**config.mk**
```make
export PLATFORM = sky130hd
export DESIGN_NAME = qch_sync_bank
export DESIGN_NICKNAME = d
export VERILOG_FILES = /design/src/rtl/qch_pkg.sv /design/src/rtl/qch_sync_cell.sv /design/src/rtl/qch_sync_bank.sv
export SDC_FILE = /design/constraint.sdc
export NUM_CORES = 1
export LEC_CHECK = 0
export ABC_AREA = 0
export CELL_PAD_IN_SITES_DETAIL_PLACEMENT = 1
export CELL_PAD_IN_SITES_GLOBAL_PLACEMENT = 2
export CORE_UTILIZATION = 25
export DETAILED_ROUTE_END_ITERATION = 8
export PLACE_DENSITY = 0.81
export SETUP_SLACK_MARGIN = 0.02
export SYNTH_ARGS = -nofsm -noshare
export SYNTH_HDL_FRONTEND = slang
export SYNTH_SLANG_ARGS = --single-unit
```
**constraint.sdc**
```tcl
create_clock -name clk -period 1.4 [get_ports clk]
set_input_delay 0.21 -clock clk [delete_from_list [all_inputs] [get_ports clk]]
set_output_delay 0.21 -clock clk [all_outputs]
set_load 0.01 [all_outputs]
```
**src/rtl/qch_pkg.sv**
```systemverilog
// -----------------------------------------------------------------------------
// qch_pkg
//   Shared constants and helpers for the Q-channel synchronizer bank.
//   Legal ranges for the bank parameters live here so that the top-level
//   elaboration checks and any integrating block agree on the same limits.
// -----------------------------------------------------------------------------
package qch_pkg;

    // Synchronizer depth limits: two flops is the minimum for metastability
    // settling, four is the deepest chain the bank supports.
    localparam int QCH_MIN_STAGES = 2;
    localparam int QCH_MAX_STAGES = 4;

    // Stability filter limit; 0 means the filter is bypassed.
    localparam int QCH_MAX_FILTER = 255;

    // Channel count limits.
    localparam int QCH_MIN_WIDTH  = 1;
    localparam int QCH_MAX_WIDTH  = 32;

    // Width of the per-channel stability counter. The counter only has to
    // reach FILTER_CYCLES-1, but clog2(F+1) is kept so the count range
    // always covers F. A disabled filter still gets a 1-bit width so that
    // no zero-width vector is ever declared.
    function automatic int qch_cnt_width(input int filter_cycles);
        if (filter_cycles < 1) begin
            return 1;
        end
        return $clog2(filter_cycles + 1);
    endfunction

endpackage : qch_pkg

```
**src/rtl/qch_sync_cell.sv**
```systemverilog
// -----------------------------------------------------------------------------
// qch_sync_cell
//   One Q-channel synchronizer lane: a STAGES-deep flop chain, an optional
//   stability filter, and a registered edge detector.
//
//   Parameters
//     STAGES        synchronizer depth (2..4)
//     FILTER_CYCLES stability filter length, 0 bypasses the filter
//     RESET_BIT     reset level of every flop in the lane
//
//   Ports
//     clk       sampling clock
//     reset     asynchronous, active-high reset
//     async_in  unsynchronized input level
//     sync_out  synchronized (and filtered) level
//     rise      one-cycle pulse on a 0->1 change of sync_out
//     fall      one-cycle pulse on a 1->0 change of sync_out
// -----------------------------------------------------------------------------
module qch_sync_cell
    import qch_pkg::*;
#(
    parameter int   STAGES        = 2,
    parameter int   FILTER_CYCLES = 0,
    parameter logic RESET_BIT     = 1'b1
) (
    input  logic clk,
    input  logic reset,
    input  logic async_in,
    output logic sync_out,
    output logic rise,
    output logic fall
);

    // -------------------------------------------------------------------------
    // Synchronizer chain. Bit 0 samples the asynchronous input; the last bit
    // is the first value considered safe to use in the clk domain.
    // -------------------------------------------------------------------------
    (* ASYNC_REG = "TRUE" *) logic [STAGES-1:0] sync_q;
    logic                                        stage_s;

    // NOTE: clocked state uses non-blocking assignments so every flop samples
    // the pre-edge value of its neighbour; blocking here would collapse the
    // chain into a single flop.
    always_ff @(posedge clk or posedge reset) begin
        if (reset) begin
            sync_q <= {STAGES{RESET_BIT}};
        end else begin
            sync_q <= {sync_q[STAGES-2:0], async_in};
        end
    end

    assign stage_s = sync_q[STAGES-1];

    // -------------------------------------------------------------------------
    // Stability filter. The output only adopts a new synchronized level once
    // that level has disagreed with the output for FILTER_CYCLES consecutive
    // edges; any shorter excursion resets the count and is forgotten.
    // -------------------------------------------------------------------------
    logic level;

    if (FILTER_CYCLES == 0) begin : g_no_filter

        assign level = stage_s;

    end else begin : g_filter

        localparam int              CNT_W    = qch_cnt_width(FILTER_CYCLES);
        localparam logic [CNT_W-1:0] CNT_LAST = CNT_W'(FILTER_CYCLES - 1);

        logic             out_q;
        logic             out_d;
        logic [CNT_W-1:0] cnt_q;
        logic [CNT_W-1:0] cnt_d;

        // NOTE: every signal driven here gets a default before any branch,
        // so no path leaves it unassigned and no latch is inferred.
        always_comb begin
            out_d = out_q;
            cnt_d = '0;
            if (stage_s != out_q) begin
                if (cnt_q == CNT_LAST) begin
                    // Disagreement has lasted long enough: accept it.
                    out_d = stage_s;
                end else begin
                    cnt_d = cnt_q + CNT_W'(1);
                end
            end
        end

        // Reset clears the count too, so a filter window that straddles a
        // reset always restarts from zero after release.
        always_ff @(posedge clk or posedge reset) begin
            if (reset) begin
                out_q <= RESET_BIT;
                cnt_q <= '0;
            end else begin
                out_q <= out_d;
                cnt_q <= cnt_d;
            end
        end

        assign level = out_q;

    end

    // -------------------------------------------------------------------------
    // Edge detect. The delayed copy resets to the same level as the output,
    // so no pulse can appear during reset or in the first cycle after it.
    // Both inputs of the decode are flops, so there is no combinational path
    // from async_in to rise/fall.
    // -------------------------------------------------------------------------
    logic dly_q;

    always_ff @(posedge clk or posedge reset) begin
        if (reset) begin
            dly_q <= RESET_BIT;
        end else begin
            dly_q <= level;
        end
    end

    assign sync_out = level;
    assign rise     =  level & ~dly_q;
    assign fall     = ~level &  dly_q;

endmodule : qch_sync_cell

```
**src/rtl/qch_sync_bank.sv**
```systemverilog
// -----------------------------------------------------------------------------
// qch_sync_bank
//   Bank of WIDTH independent Q-channel level synchronizers with optional
//   stability filtering and per-channel edge pulses.
//
//   Parameters
//     WIDTH         number of channels (1..32)
//     STAGES        synchronizer depth per channel (2..4)
//     RESET_VAL     per-channel reset level; the Q-channel idle level is high
//     FILTER_CYCLES stability filter length (0..255), 0 bypasses the filter
//
//   Ports
//     clk       sampling clock
//     reset     asynchronous, active-high reset; release must already be
//               synchronous to clk, this block does not synchronize it
//     async_in  unsynchronized inputs, one per channel
//     sync_out  synchronized and filtered levels
//     rise      one-cycle pulse per channel on a 0->1 change of sync_out
//     fall      one-cycle pulse per channel on a 1->0 change of sync_out
//     changed   high whenever any rise or fall bit is high
// -----------------------------------------------------------------------------
module qch_sync_bank
    import qch_pkg::*;
#(
    parameter int               WIDTH         = 4,
    parameter int               STAGES        = 2,
    parameter logic [WIDTH-1:0] RESET_VAL     = '1,
    parameter int               FILTER_CYCLES = 0
) (
    input  logic             clk,
    input  logic             reset,
    input  logic [WIDTH-1:0] async_in,
    output logic [WIDTH-1:0] sync_out,
    output logic [WIDTH-1:0] rise,
    output logic [WIDTH-1:0] fall,
    output logic             changed
);

    // -------------------------------------------------------------------------
    // Elaboration-time parameter checks.
    // -------------------------------------------------------------------------
    if (WIDTH < QCH_MIN_WIDTH || WIDTH > QCH_MAX_WIDTH) begin : g_bad_width
        $error("qch_sync_bank: WIDTH=%0d outside %0d..%0d",
               WIDTH, QCH_MIN_WIDTH, QCH_MAX_WIDTH);
    end

    if (STAGES < QCH_MIN_STAGES || STAGES > QCH_MAX_STAGES) begin : g_bad_stages
        $error("qch_sync_bank: STAGES=%0d outside %0d..%0d",
               STAGES, QCH_MIN_STAGES, QCH_MAX_STAGES);
    end

    if (FILTER_CYCLES < 0 || FILTER_CYCLES > QCH_MAX_FILTER) begin : g_bad_filter
        $error("qch_sync_bank: FILTER_CYCLES=%0d outside 0..%0d",
               FILTER_CYCLES, QCH_MAX_FILTER);
    end

    // -------------------------------------------------------------------------
    // One fully independent cell per channel.
    // -------------------------------------------------------------------------
    for (genvar i = 0; i < WIDTH; i++) begin : g_ch
        qch_sync_cell #(
            .STAGES        (STAGES),
            .FILTER_CYCLES (FILTER_CYCLES),
            .RESET_BIT     (RESET_VAL[i])
        ) u_cell (
            .clk      (clk),
            .reset    (reset),
            .async_in (async_in[i]),
            .sync_out (sync_out[i]),
            .rise     (rise[i]),
            .fall     (fall[i])
        );
    end

    assign changed = |(rise | fall);

endmodule : qch_sync_bank

```
=== After elaboration in Yosys (flattened, before gate mapping) ===
Index checks and enable logic that the tools add are counted.
W data, S select, Z words.

* Register bits after elaboration: 12
* Output and inout port bits: 13
* Logic and storage cells: 26

* Bitwise operators: 17
* Reductions and logical operators: 1

{| class="wikitable"
|+ Operators with widths
! cell !! count
|-
| $and A1 B1 Y1 || 8
|-
| $not A1 Y1 || 8
|-
| $or A4 B4 Y4 || 1
|-
| $reduce_or A4 Y1 || 1
|}

=== Logic depth before layout (Yosys ltp) ===
Gate-level depths: netlist (run 1).

* Depth after elaboration: 4
* Mapped depth: 3
* Mapped depth without buffers: 3

=== Cells and area by module ===
Synthesis (run 1) repeated with hierarchy kept, for this count alone.

* Cells, all modules: 27
* Area total of the unflattened synthesis: 406.6 um^2

{| class="wikitable"
|+ Modules (own cells, without submodules)
! module !! cells each !! area an instance (um^2) !! instances
|-
| qch_sync_cell || 6 || 97.6 || 4
|-
| qch_sync_bank || 3 || 16.3 || 1
|}

=== Worst setup path before layout (run 1) ===
No wires, ideal clock.

* Kind: register to output
* From: register g_ch[2].u_cell.dly_q
* To: output port changed
* Arrival time: 0.949 ns
* Data required time: 1.190 ns
* Setup slack: 0.241 ns
* Cell stages (with the launch flop): 4
* Cells stage by stage: dfstp_2 > inv_1 > ha_1 > nand4_1

* Word-level cells in the longest chain between the ends: 4

{| class="wikitable"
|+ Ends and longest elaborated chain
! element !! line !! RTL
|-
| start: declaration || qch_sync_cell.sv:112 || <nowiki>logic dly_q;</nowiki>
|-
| start signal: assignment || qch_sync_cell.sv:118 || <nowiki>dly_q <= level;</nowiki>
|-
| $not A1 Y1 || qch_sync_cell.sv:123 || <nowiki>assign rise = level & ~dly_q;</nowiki>
|-
| $and A1 B1 Y1 || qch_sync_cell.sv:123 ||
|-
| $or A4 B4 Y4 (*) || qch_sync_bank.sv:75 || <nowiki>assign changed = |(rise | fall);</nowiki>
|-
| $reduce_or A4 Y1 (*) || qch_sync_bank.sv:75 ||
|-
| end: declaration || qch_sync_bank.sv:36 || <nowiki>output logic changed</nowiki>
|}

Mark *: on every way between the ends. The rest lies on a longest branch, timed or not.

=== Worst setup path in the final report (run 1) ===
* From: register g_ch[3].u_cell.dly_q
* To: output port changed

* Word-level cells in the longest chain between the ends: 4

{| class="wikitable"
|+ Ends and longest elaborated chain
! element !! line
|-
| start: declaration || qch_sync_cell.sv:112
|-
| start signal: assignment || qch_sync_cell.sv:118
|-
| $not A1 Y1 || qch_sync_cell.sv:123
|-
| $and A1 B1 Y1 || qch_sync_cell.sv:123
|-
| $or A4 B4 Y4 (*) || qch_sync_bank.sv:75
|-
| $reduce_or A4 Y1 (*) || qch_sync_bank.sv:75
|}

Marked as above.

==> metrics, run 1 <==
crit-path max FO=2; fin area=862 um^2; first-pass GRT wire length=1550 um; DR vias/cell=3.61; clk_skew=0.301 ps; routability congestion estimate=0.662; Post-Synthesis Cell Area=546 um^2; Area growth, synth to finish=58.0%; Slew Limit Fails=0; clock tree from TritonCTS=built; most frequent cells in the layout=dfstp_2 (12), buf_6 (11), ha_4 (6), buf_4 (6); Multi-input gate area=184 um^2; DP Cell Count=79; fillers=210; crit end category=output port; R2R Setup Slk=480 ps; Seq/Total Area, Yosys=57.8%; # H-tree levels=1; initial DRC count=0; Synth Instances=42; initial antenna violation count=0; clk slew on worst S/H paths=70 ps; final worst setup slack=-153 ps; Root Buffer=clkbuf_4; top post-synthesis cells by area=dfstp_2 (58%), ha_1 (18%), buf_4 (17%); Synth Area per Inst=13.0 um^2; number of max-cap violations=0; GRT overflow=0; Ys Warns=0; IO Pins=19; syn nets=56; relative max-transition margin=72.2%; Tmin final=1550 ps; placed cell area=699 um^2; dpl hpwl=600 um; # diodes=0; vias in the first global route=362; Rows=16; Slew @ Worst Pin=417 ps; fraction of layout cells with a size suffix above 1=85.7%; critical path type=flip-flop to output port; IO Port Bufs=18; Layout Cells excl Fill=90; WP data required=1190 ps; starting density of the core=27.2%; Yosys top cell area share=57.8%; pwr/cell area=919 nW/um^2; die width=48.7 um; core area=2000 um^2; Max Buffers Root-to-Sink=2; final setup fails=5; final core utilization=43.1%; WL final=954 um; RSZ-0062 raised after global routing=true; CP Launch Type=flip-flop; clock latency on the worst-skew pair=260 ps; hold_ws=344 ps; CTS Sinks=12; status=complete, but fails checks; Tcrit/Tclk final=111%; Routed Antenna Nets=0; final net count=78; Worst IR Drop VDD=0.571 mV; die area=2370 um^2; Max Freq=644 MHz; First-pass DRT Iterations=1; post-route DRC violation count=0; register bit total from synthesis=12; failing checks=setup timing; cts hold-fix bufs=0; total CTS buffers=3; Pwr Total=792 uW; die height=48.7 um; drt wl/cell=10.6 um; Hold Crit Class=input port to flip-flop; data arrival time of the worst path=1340 ps; largest net degree at the start of global routing=13; largest area contributor in the netlist=dfstp_2; GRT Util Overall=9.16%; Synth cell types=5; Hold Fails Final Rpt=0; DR vias=325; Static Leak=0.394 nW; most common cell after layout, fill and taps aside=dfstp_2; register area=315 um^2
-- per-layer routing --
metal / track usage [%] / vias to the layer above / routed length, um / part of all wire [%]
met1: 9.59 / 156 / 339 / 36
met5: 0 / - / 0 / 0
met3: 3.46 / 2 / 65 / 6.8
met2: 14.6 / 15 / 545 / 57
met4: 7.35 / 0 / 4 / 0.42
li1: - / 152 / - / -
-- metrics by stage --
| stage | worst slack (ps) | setup TNS, ps |
|---|---|---|
| 4_1_cts | -166 | -388 |
| 3_3_place_gp | -277 | -713 |
| 5_1_grt | -233 | -664 |
| 2_1_floorplan | 241 | 0 |
| 6_report | -153 | -347 |
| 3_5_place_dp | -297 | -830 |
-- cell families after synthesis --
family	after synthesis	synth area share, %
adder cells (fa/ha/maj)	8	18.3
buffers and inverters	21	22.7
flip-flops	12	57.8
AND/OR/NAND/NOR	1	1.15
-- synth_stat cells --
master and number:
buf_4 12, dfstp_2 12, ha_1 8, inv_1 9
nand4_1 1
-- layout make-up --
class | count | area share [%]
sequential | 12 | 36.6
timing repair buffer | 29 | 29.5
multi-input combinational | 9 | 21.3
inverter | 9 | 4.50
clock buffer | 4 | 4.21
tap | 27 | 3.92
-- report_power, final --
| part | internal, mW | switching [mW] |
|---|---|---|
| clock | 0.158 | 0.110 |
| combinational | 0.0787 | 0.0542 |
| sequential | 0.379 | 0.0130 |
| total | 0.615 | 0.177 |
-- registers in the layout, indices dropped and copies added (netlist names) --
signal and count:
g_ch.u_cell.sync_q 8, g_ch.u_cell.dly_q 4
-- critical path, stage by stage (launching register included) --
cell     delay (ps)
dfstp_2         540
inv_2            50
ha_4            250
nand4_1          90
buf_2           150
-- final timing paths --
check	startpoint	to	cells after the start
max	g_ch[3].u_cell.dly_q	changed	4
min	async_in[2]	g_ch[2].u_cell.sync_q[0]	1
max reg2reg	g_ch[0].u_cell.sync_q[1]	g_ch[0].u_cell.dly_q	3
min reg2reg	g_ch[3].u_cell.sync_q[0]	g_ch[3].u_cell.sync_q[1]	0
max in group asynchronous	reset	g_ch[1].u_cell.dly_q	2
min in group asynchronous	reset	g_ch[2].u_cell.sync_q[0]	2
-- timing repair --
item	in CTS	in global routing
cloned	0	0
setup endpoints to repair	13	11
resized for setup	67	12
pin swaps	6	6
buffers inserted	4	3
Power figures use the tool's default switching activity.
==> run 2: changes to the inputs <==
--- a/config.mk
+++ b/config.mk
@@ -6,6 +6,7 @@
 export NUM_CORES = 1
 export LEC_CHECK = 0
 export ABC_AREA = 0
+export CAP_MARGIN = 20
 export CELL_PAD_IN_SITES_DETAIL_PLACEMENT = 1
 export CELL_PAD_IN_SITES_GLOBAL_PLACEMENT = 2
 export CORE_UTILIZATION = 25
==> results of run 2 <==
Same layout as run 1: the final DEF is identical, and so are final timing and power.
